===== src/rtl/hazard_pkg.sv =====
// Shared types and helpers for the pipeline hazard controller.
// Holds the forwarding-select and memory-wait state encodings, the default
// memory-acknowledge timeout, and the bypass priority rule.
package hazard_pkg;

  localparam int MEM_TIMEOUT_DEFAULT = 16;

  typedef enum logic [1:0] {
    FWD_RF  = 2'b00,
    FWD_MEM = 2'b01,
    FWD_WB  = 2'b10
  } fwd_sel_e;

  typedef enum logic {
    RUN      = 1'b0,
    MEM_WAIT = 1'b1
  } mem_state_e;

  // The youngest producer (MEM) wins over WB; x0 is never a producer.
  function automatic fwd_sel_e fwd_select(
    input logic [4:0] rs,
    input logic [4:0] rd_mem,
    input logic       wren_mem,
    input logic [4:0] rd_wb,
    input logic       wren_wb
  );
    if (wren_mem && (rd_mem != 5'd0) && (rd_mem == rs)) return FWD_MEM;
    if (wren_wb && (rd_wb != 5'd0) && (rd_wb == rs)) return FWD_WB;
    return FWD_RF;
  endfunction

  // A decode source collides with a destination only when it is really read.
  function automatic logic src_match(
    input logic [4:0] rs,
    input logic       used,
    input logic [4:0] rd
  );
    return used && (rs == rd);
  endfunction

endpackage


===== src/rtl/hazard_mem_wait_fsm.sv =====
// Memory-wait tracker for the hazard controller.
// count is the number of cycles the current access has been stalled; the RUN
// cycle that first sees the request un-acked is cycle 0, so the first MEM_WAIT
// cycle sees count=1. timeout_hit is registered: it is computed one edge ahead
// so it is true exactly while count == MEM_TIMEOUT-1 in MEM_WAIT.
module hazard_mem_wait_fsm
  import hazard_pkg::*;
#(
  parameter int MEM_TIMEOUT = MEM_TIMEOUT_DEFAULT
) (
  input  logic clk,
  input  logic reset,
  input  logic mem_req,
  input  logic mem_ack,
  output logic timeout_hit
);

  localparam logic [7:0] TMO_LAST = 8'(MEM_TIMEOUT - 1);

  mem_state_e state;
  logic [7:0] count;

  // State, wait counter and look-ahead timeout flag.
  always_ff @(posedge clk) begin
    if (reset) begin
      state       <= RUN;
      count       <= 8'd0;
      timeout_hit <= 1'b0;
    end else begin
      case (state)
        RUN: begin
          if (mem_req && !mem_ack) begin
            state       <= MEM_WAIT;
            count       <= 8'd1;
            timeout_hit <= (TMO_LAST == 8'd1);
          end else begin
            count       <= 8'd0;
            timeout_hit <= 1'b0;
          end
        end
        MEM_WAIT: begin
          if (mem_ack || timeout_hit) begin
            state       <= RUN;
            count       <= 8'd0;
            timeout_hit <= 1'b0;
          end else begin
            count       <= count + 8'd1;
            timeout_hit <= ((count + 8'd1) == TMO_LAST);
          end
        end
        default: begin
          state       <= RUN;
          count       <= 8'd0;
          timeout_hit <= 1'b0;
        end
      endcase
    end
  end

endmodule


===== src/rtl/hazard_controller.sv =====
// Pipeline hazard controller: operand forwarding, load-use interlock,
// mispredict flush and memory-wait stall with forced release on timeout.
// Optional build macro HAZARD_PERF_CNT_EN adds 32-bit stall/flush cycle
// counters (o_stall_count, o_flush_count).
module hazard_controller
  import hazard_pkg::*;
#(
  parameter int MEM_TIMEOUT = MEM_TIMEOUT_DEFAULT
) (
  input  logic        i_clk,
  input  logic        i_reset,
  input  logic [4:0]  i_rs1_addr_decode,
  input  logic [4:0]  i_rs2_addr_decode,
  input  logic        i_rs1_used_decode,
  input  logic        i_rs2_used_decode,
  input  logic [4:0]  i_rs1_addr_execute,
  input  logic [4:0]  i_rs2_addr_execute,
  input  logic [4:0]  i_rd_addr_execute,
  input  logic        i_rd_wren_execute,
  input  logic        i_is_load_execute,
  input  logic [4:0]  i_rd_addr_memory,
  input  logic        i_rd_wren_memory,
  input  logic [4:0]  i_rd_addr_writeback,
  input  logic        i_rd_wren_writeback,
  input  logic        i_mispred_execute,
  input  logic        i_mem_req_memory,
  input  logic        i_mem_ack,
  output logic        o_stall_fetch,
  output logic        o_stall_decode,
  output logic        o_stall_execute,
  output logic        o_stall_memory,
  output logic        o_flush_decode,
  output logic        o_flush_execute,
  output logic        o_flush_writeback,
  output logic [1:0]  o_fwd_a_sel,
  output logic [1:0]  o_fwd_b_sel,
`ifdef HAZARD_PERF_CNT_EN
  output logic [31:0] o_stall_count,
  output logic [31:0] o_flush_count,
`endif
  output logic        o_mem_timeout
);

  logic     timeout_hit;
  logic     mem_stall;
  logic     load_use;
  fwd_sel_e fwd_a;
  fwd_sel_e fwd_b;

  hazard_mem_wait_fsm #(
    .MEM_TIMEOUT (MEM_TIMEOUT)
  ) u_mem_fsm (
    .clk         (i_clk),
    .reset       (i_reset),
    .mem_req     (i_mem_req_memory),
    .mem_ack     (i_mem_ack),
    .timeout_hit (timeout_hit)
  );

  // Hazard detection: load-use against the decode sources, memory stall, bypass.
  always_comb begin
    load_use  = i_is_load_execute && i_rd_wren_execute && (i_rd_addr_execute != 5'd0) &&
                (src_match(i_rs1_addr_decode, i_rs1_used_decode, i_rd_addr_execute) ||
                 src_match(i_rs2_addr_decode, i_rs2_used_decode, i_rd_addr_execute));
    mem_stall = i_mem_req_memory && !i_mem_ack && !timeout_hit;
    fwd_a     = fwd_select(i_rs1_addr_execute, i_rd_addr_memory, i_rd_wren_memory,
                           i_rd_addr_writeback, i_rd_wren_writeback);
    fwd_b     = fwd_select(i_rs2_addr_execute, i_rd_addr_memory, i_rd_wren_memory,
                           i_rd_addr_writeback, i_rd_wren_writeback);
  end

  // Response priority: reset, then memory stall, then mispredict, then load-use.
  // A mispredict held in EX during a memory stall simply takes effect on the
  // first cycle the stall drops, since everything here is combinational.
  always_comb begin
    o_stall_fetch     = 1'b0;
    o_stall_decode    = 1'b0;
    o_stall_execute   = 1'b0;
    o_stall_memory    = 1'b0;
    o_flush_decode    = 1'b0;
    o_flush_execute   = 1'b0;
    o_flush_writeback = 1'b0;
    o_mem_timeout     = 1'b0;
    o_fwd_a_sel       = FWD_RF;
    o_fwd_b_sel       = FWD_RF;
    if (!i_reset) begin
      o_fwd_a_sel   = fwd_a;
      o_fwd_b_sel   = fwd_b;
      o_mem_timeout = timeout_hit;
      if (mem_stall) begin
        o_stall_fetch     = 1'b1;
        o_stall_decode    = 1'b1;
        o_stall_execute   = 1'b1;
        o_stall_memory    = 1'b1;
        o_flush_writeback = 1'b1;
      end else if (i_mispred_execute) begin
        o_flush_decode  = 1'b1;
        o_flush_execute = 1'b1;
      end else if (load_use) begin
        o_stall_fetch   = 1'b1;
        o_stall_decode  = 1'b1;
        o_flush_execute = 1'b1;
      end
    end
  end

`ifdef HAZARD_PERF_CNT_EN
  logic any_stall;
  logic any_flush;

  assign any_stall = o_stall_fetch | o_stall_decode | o_stall_execute | o_stall_memory;
  assign any_flush = o_flush_decode | o_flush_execute | o_flush_writeback;

  // Free-running cycle counters; they wrap naturally at 32 bits.
  always_ff @(posedge i_clk) begin
    if (i_reset) begin
      o_stall_count <= 32'd0;
      o_flush_count <= 32'd0;
    end else begin
      if (any_stall) o_stall_count <= o_stall_count + 32'd1;
      if (any_flush) o_flush_count <= o_flush_count + 32'd1;
    end
  end
`endif

endmodule


===== config.mk =====
export PLATFORM = sky130hd
export DESIGN_NAME = hazard_controller
export DESIGN_NICKNAME = d
export VERILOG_FILES = /design/src/rtl/hazard_pkg.sv /design/src/rtl/hazard_mem_wait_fsm.sv /design/src/rtl/hazard_controller.sv
export SDC_FILE = /design/constraint.sdc
export NUM_CORES = 1
export LEC_CHECK = 0
export CAP_MARGIN = 0
export CELL_PAD_IN_SITES_DETAIL_PLACEMENT = 0
export CELL_PAD_IN_SITES_GLOBAL_PLACEMENT = 1
export CORE_MARGIN = 8
export CORE_UTILIZATION = 26
export CTS_BUF_LIST = sky130_fd_sc_hd__clkbuf_16
export DETAILED_ROUTE_END_ITERATION = 7
export PLACE_DENSITY = 0.86
export SYNTH_ARGS = -nofsm -noshare
export SYNTH_HDL_FRONTEND = slang
export SYNTH_SLANG_ARGS = --single-unit

===== constraint.sdc =====
create_clock -name i_clk -period 2.2 [get_ports i_clk]
set_input_delay 0.44 -clock i_clk [delete_from_list [all_inputs] [get_ports i_clk]]
set_output_delay 0.44 -clock i_clk [all_outputs]
set_load 0.03 [all_outputs]

# Word-level counts from Yosys, hierarchy flattened
# Cells that the tools add are included.
# word_totals
regBits,10
wordCells,69
output_inout_bits,12
in_bits,46
# classes
n_eq_ne,7
mux,37
addsub,1
n_reduce_logical,20
n_bitwise,1
# ops
cell,count
5-bit == test,6
1-bit 2-to-1 mux,23
2-bit 2-to-1 mux,10
8-bit case mux with 2 select lines,1
5-bit nonzero test,3
1-bit logical AND,13
"8-bit by 1-bit adder with 8-bit output, second input constant",1
"8-bit by 4-bit == test with 1-bit output, second input constant",1
8-bit 2-to-1 mux,1
1-bit case mux with 2 select lines,2
1-bit zero test,2
1-bit logical OR,2
1-bit NOT,1

# Logic depth before layout (Yosys ltp)
# logic_depth
ltp_word,8
depth_mapped,5
depth_no_buf,5

# Modules after synthesis
# Synthesis repeated with hierarchy kept, for this count alone.
# hier_totals
cells_unflattened,109
hier_area_um2,929.6
# by_module_without_submodules
module,instances,cells_per_inst,area_each_um2,seq_area_each_um2
hazard_controller,1,66,503.0,0.0
hazard_mem_wait_fsm,1,43,426.7,200.2

# Worst setup path after synthesis
# Ideal clock, no wire load.
# synth_path
path_kind,in2out
start,input i_rd_addr_execute[3]
end,output o_stall_fetch
arrival_ps,2506
cell_stages,5
setup_slack_ps,-746
t_required_ps,1760
n_path_buf,1
path_cell_list,xor2_1 -> nor4_1 -> a32oi_1 -> o41ai_1 -> buf_4
# synth_via
elab_chain_cells,8
elab_cells_between_ends,12
classes_between,2 x eq/ne; 4 x mux; 6 x reduce/logical
# synth_lines
element,line,text
start: declaration,hazard_controller.sv:18,"input logic [4:0] i_rd_addr_execute,"
5-bit == test,hazard_pkg.sv:38,return used && (rs == rd);
1-bit logical AND,hazard_pkg.sv:38,
1-bit logical OR,hazard_controller.sv:63,"(src_match(i_rs1_addr_decode, i_rs1_used_decode, i_rd_addr_execute) ||"
1-bit logical AND (*),hazard_controller.sv:62,load_use = i_is_load_execute && i_rd_wren_execute && (i_rd_addr_execute != 5'd0) &&
1-bit 2-to-1 mux (*) (4 in a row),n/a,
end: declaration,hazard_controller.sv:28,"output logic o_stall_fetch,"
# Mark *: on every way between the ends. The rest lies on a longest branch, timed or not.

# Worst setup path after layout
# layout_path
start,input i_rd_addr_memory[3]
end,output o_fwd_a_sel[1]
# layout_via
elab_chain_cells,6
elab_cells_between_ends,7
classes_between,1 x eq/ne; 3 x mux; 3 x reduce/logical
# layout_lines
element,line,text
start: declaration,hazard_controller.sv:21,"input logic [4:0] i_rd_addr_memory,"
5-bit nonzero test,hazard_pkg.sv:27,if (wren_mem && (rd_mem != 5'd0) && (rd_mem == rs)) return FWD_MEM;
1-bit logical AND,hazard_pkg.sv:27,
1-bit logical AND (*),hazard_pkg.sv:27,
1-bit 2-to-1 mux (*),hazard_pkg.sv:27,
2-bit 2-to-1 mux (*),hazard_pkg.sv:28,if (wren_wb && (rd_wb != 5'd0) && (rd_wb == rs)) return FWD_WB;
2-bit 2-to-1 mux (*),hazard_controller.sv:86,if (!i_reset) begin
end: declaration,hazard_controller.sv:35,"output logic [1:0] o_fwd_a_sel,"
# Marks and branches as above.

==> results.tsv <==
stage	metric	value	unit
outcome	run status	complete, but fails checks	
outcome	failing checks	setup timing	
routing	via density per instance	4.595	
job	maxcap violations	0	
sta	part of the cycle the worst path needs	104.8	%
power_and_ir_drop	Pwr per Cell Area	393.8	nW/um2
sta	Setup Viol. Count Final	4	
worst_hold_path	HP Class	reg2reg	
sta	Least-Margin Pin Slew	0.5400	ns
layout	Seq. cell area	200.2	um2
logic_synthesis	Post-synth ARST share	0	%
worst_setup_path	CP cell instances	buf_8, or4_4, o21ai_4, buf_6, nor3_4, nor4_4, buf_6	
global_routing	largest net degree at the start of global routing	9	
logic_synthesis	Post-Syn Nets	164	
layout	Finished Layout Cells	252	
sta	Hold Worst Slack	0.5386	ns
clocking	CTS Buf Count	3	
global_routing	GRT Total Usage	12.00	%
logic_synthesis	Post-synth EDFFs	0	
layout	# diodes	0	
sta	setup_tns	-0.3577	ns
clocking	Reg clk slew, reported paths	0.04	ns
logic_synthesis	#FFs+latches synth	10	
routing	via count	1158	
logic_synthesis	sequential area share after synthesis	20.57	%
power_and_ir_drop	leakage	0.8428	nW
layout	commonest non-fill, non-tap cell in the layout	buf_4	
layout	commonest cells after routing, fill and taps aside	buf_4, xor2_1, buf_6, xnor2_1, buf_2	
floorplanning	I/O pins	58	
clocking	Clk Latency, worst-skew pair	0.24	ns
clocking	deepest clock path buffer count	2	
worst_setup_path	Critical Path Most Common Cell	buf_6	
placement	Port Buf Inserts	57	
logic_synthesis	area leader, netlist	xor2_1	
layout	fill count	348	
logic_synthesis	Synth area leaders	xor2_1, dfxtp_1, xnor2_1, or4_1, nor2_1	
floorplanning	Die W	77.19	um
placement	RD Place Congestion	0.8011	
sta	f_max	433.8	MHz
sta	final worst slack	-0.1051	ns
routing	Post-route DRC	0	
clocking	H-tree depth	1	
logic_synthesis	total number of yosys warnings	0	
global_routing	GRT overflow	0	
logic_synthesis	post-synth top area share	21.59	%
floorplanning	die footprint	5958	um2
sta	Max Slew Vio Count	0	
sta	RSZ-0062 raised after global routing	true	
global_routing	antenna violations before repair	0	
floorplanning	die height	77.19	um
routing	1st-iter DRT viols	47	
floorplanning	Starting Density	26.79	%
floorplanning	Core ar.	3633	um2
placement	post-DP HPWL	2.963	mm
worst_setup_path	arrival time at the worst endpoint	1.87	ns
layout	Post-Layout Inst Area	1967	um2
routing	Routed WL	3.676	mm
placement	Inst Count DP	245	
routing	ANT nets after route	0	
floorplanning	# rows	22	
layout	area of the multi-input gates	865.8	um2
clocking	CTS Root Cell	clkbuf_16	
clocking	CTS sink count	10	
worst_setup_path	CP max stage cell	or4_4	
layout	Nets	253	
global_routing	vias in the first global route	1300	
routing	Routed wire per std cell	14.59	um
logic_synthesis	Synth Flop Type	dfxtp_1	
logic_synthesis	Gate Count Post-Synth	116	
placement	DP Area	1812	um2
worst_setup_path	crit-path max FO	2	
logic_synthesis	library cells used by synthesis	38	
sta	Slew HR	63.07	%
worst_setup_path	data required time of the worst path	1.76	ns
worst_setup_path	crit path launch type	input port	
global_routing	first-pass GRT wire length	5.899	mm
layout	Finished Core Util	54.13	%
sta	Final Hold Fails	0	
sta	Min Clock Period, post-route	2.305	ns
layout	Area Growth Syn to Fin	102.1	%
logic_synthesis	Avg Inst Size Synth	8.392	um2
worst_setup_path	kind of critical path	in2out	
power_and_ir_drop	Max IR drop VDD	243.1	uV
worst_setup_path	CP peak stage delay	0.54	ns
routing	first-pass detailed-route iteration total	4	
layout	share of cells above drive strength 1	43.14	%
clocking	CTS tree	done	
worst_setup_path	CP endpoint kind	output port	
sta	Clock Skew	0.004168	ns
logic_synthesis	Post-Syn Area	973.4	um2
==> routing by layer <==
| layer | share of wire, % | up-vias | global-route usage, % | wire length, um |
|---|---|---|---|---|
| li1 | - | 586 | - | - |
| met4 | 2.1 | 0 | 5.283 | 76 |
| met2 | 51 | 44 | 21.74 | 1878 |
| met3 | 5.8 | 7 | 2.681 | 212 |
| met1 | 41 | 521 | 12.88 | 1509 |
| met5 | 0 | - | 0 | 0 |
==> synth_stat cells (2+ instances only) <==
| library cell | instances |
|---|---|
| xor2_1 | 24 |
| xnor2_1 | 13 |
| dfxtp_1 | 10 |
| nor2_1 | 9 |
| nand2_1 | 5 |
| nand3_1 | 5 |
| nor4_1 | 5 |
| or4_1 | 5 |
| buf_4 | 3 |
| nor2b_1 | 3 |
| nor3b_1 | 3 |
| ha_1 | 2 |
| inv_1 | 2 |
| nor3_1 | 2 |
| nor4_2 | 2 |
==> path summary, 6_finish.rpt <==
check,startpoint,end,slack [ns],cells past startpoint
hold reg to reg,u_mem_fsm.state$_SDFF_PP0_,u_mem_fsm.state$_SDFF_PP0_,0.54,2
setup reg to reg,u_mem_fsm.count[1]$_SDFF_PP0_,u_mem_fsm.timeout_hit$_SDFF_PP0_,0.68,5
setup / recovery,i_rd_addr_memory[3],o_fwd_a_sel[1],-0.11,7
hold / removal,u_mem_fsm.state$_SDFF_PP0_,u_mem_fsm.state$_SDFF_PP0_,0.54,2
==> where the power goes <==
group,internal [W],switching (W)
logic,0.000149,0.000112
registers,0.000184,0.00000210
clock network,0.000239,0.0000888
==> cell type report <==
class,count,share of cell area [%]
Clock buffer,3,3.817
Clock inverter,1,0.1908
Inverter,2,0.3817
Multi-Input combinational cell,99,44.02
Sequential cell,10,10.18
Tap cell,48,3.053
Timing Repair Buffer,89,38.36
==> metrics by stage <==
stage / power [W] / worst slack (ns)
global placement: 0.0004316 / -0.6108
finish: 0.0007745 / -0.1051
floorplan: 0.0002748 / -0.1128
CTS: 0.0007691 / -0.1091
global route: 0.0008044 / -0.1752
detailed placement: 0.0004383 / -0.6853
==> flip-flops by register name, indices dropped and copies added (netlist names) <==
signal / count
u_mem_fsm.count: 8
u_mem_fsm.state: 1
u_mem_fsm.timeout_hit: 1
==> what timing repair did <==
item | in CTS | in global routing
pin swaps | 27 | 8
gates resized for setup | 143 | 18
buffers inserted | 2 | 3
hold buffers | 0 | 0
endpoints found under the setup margin | 11 | 8
==> cell families (layout without fill, tap and decap cells) <==
family | after synthesis | in the layout | synth area share (%)
AO/OA/AOI/OAI | 12 | 12 | 9.641
buffers and inverters | 7 | 95 | 3.984
adder cells (fa/ha/maj) | 2 | 2 | 2.570
flip-flops | 10 | 10 | 20.57
AND/OR/NAND/NOR | 48 | 48 | 29.95
XOR/XNOR | 37 | 37 | 33.29
==> worst max-delay path: cells and delay by family <==
family | cells | cell delay, ns
AO/OA/AOI/OAI | 1 | 0.16
buffers and inverters | 3 | 0.38
AND/OR/NAND/NOR | 3 | 0.87
(Power assumes the default switching activity.)
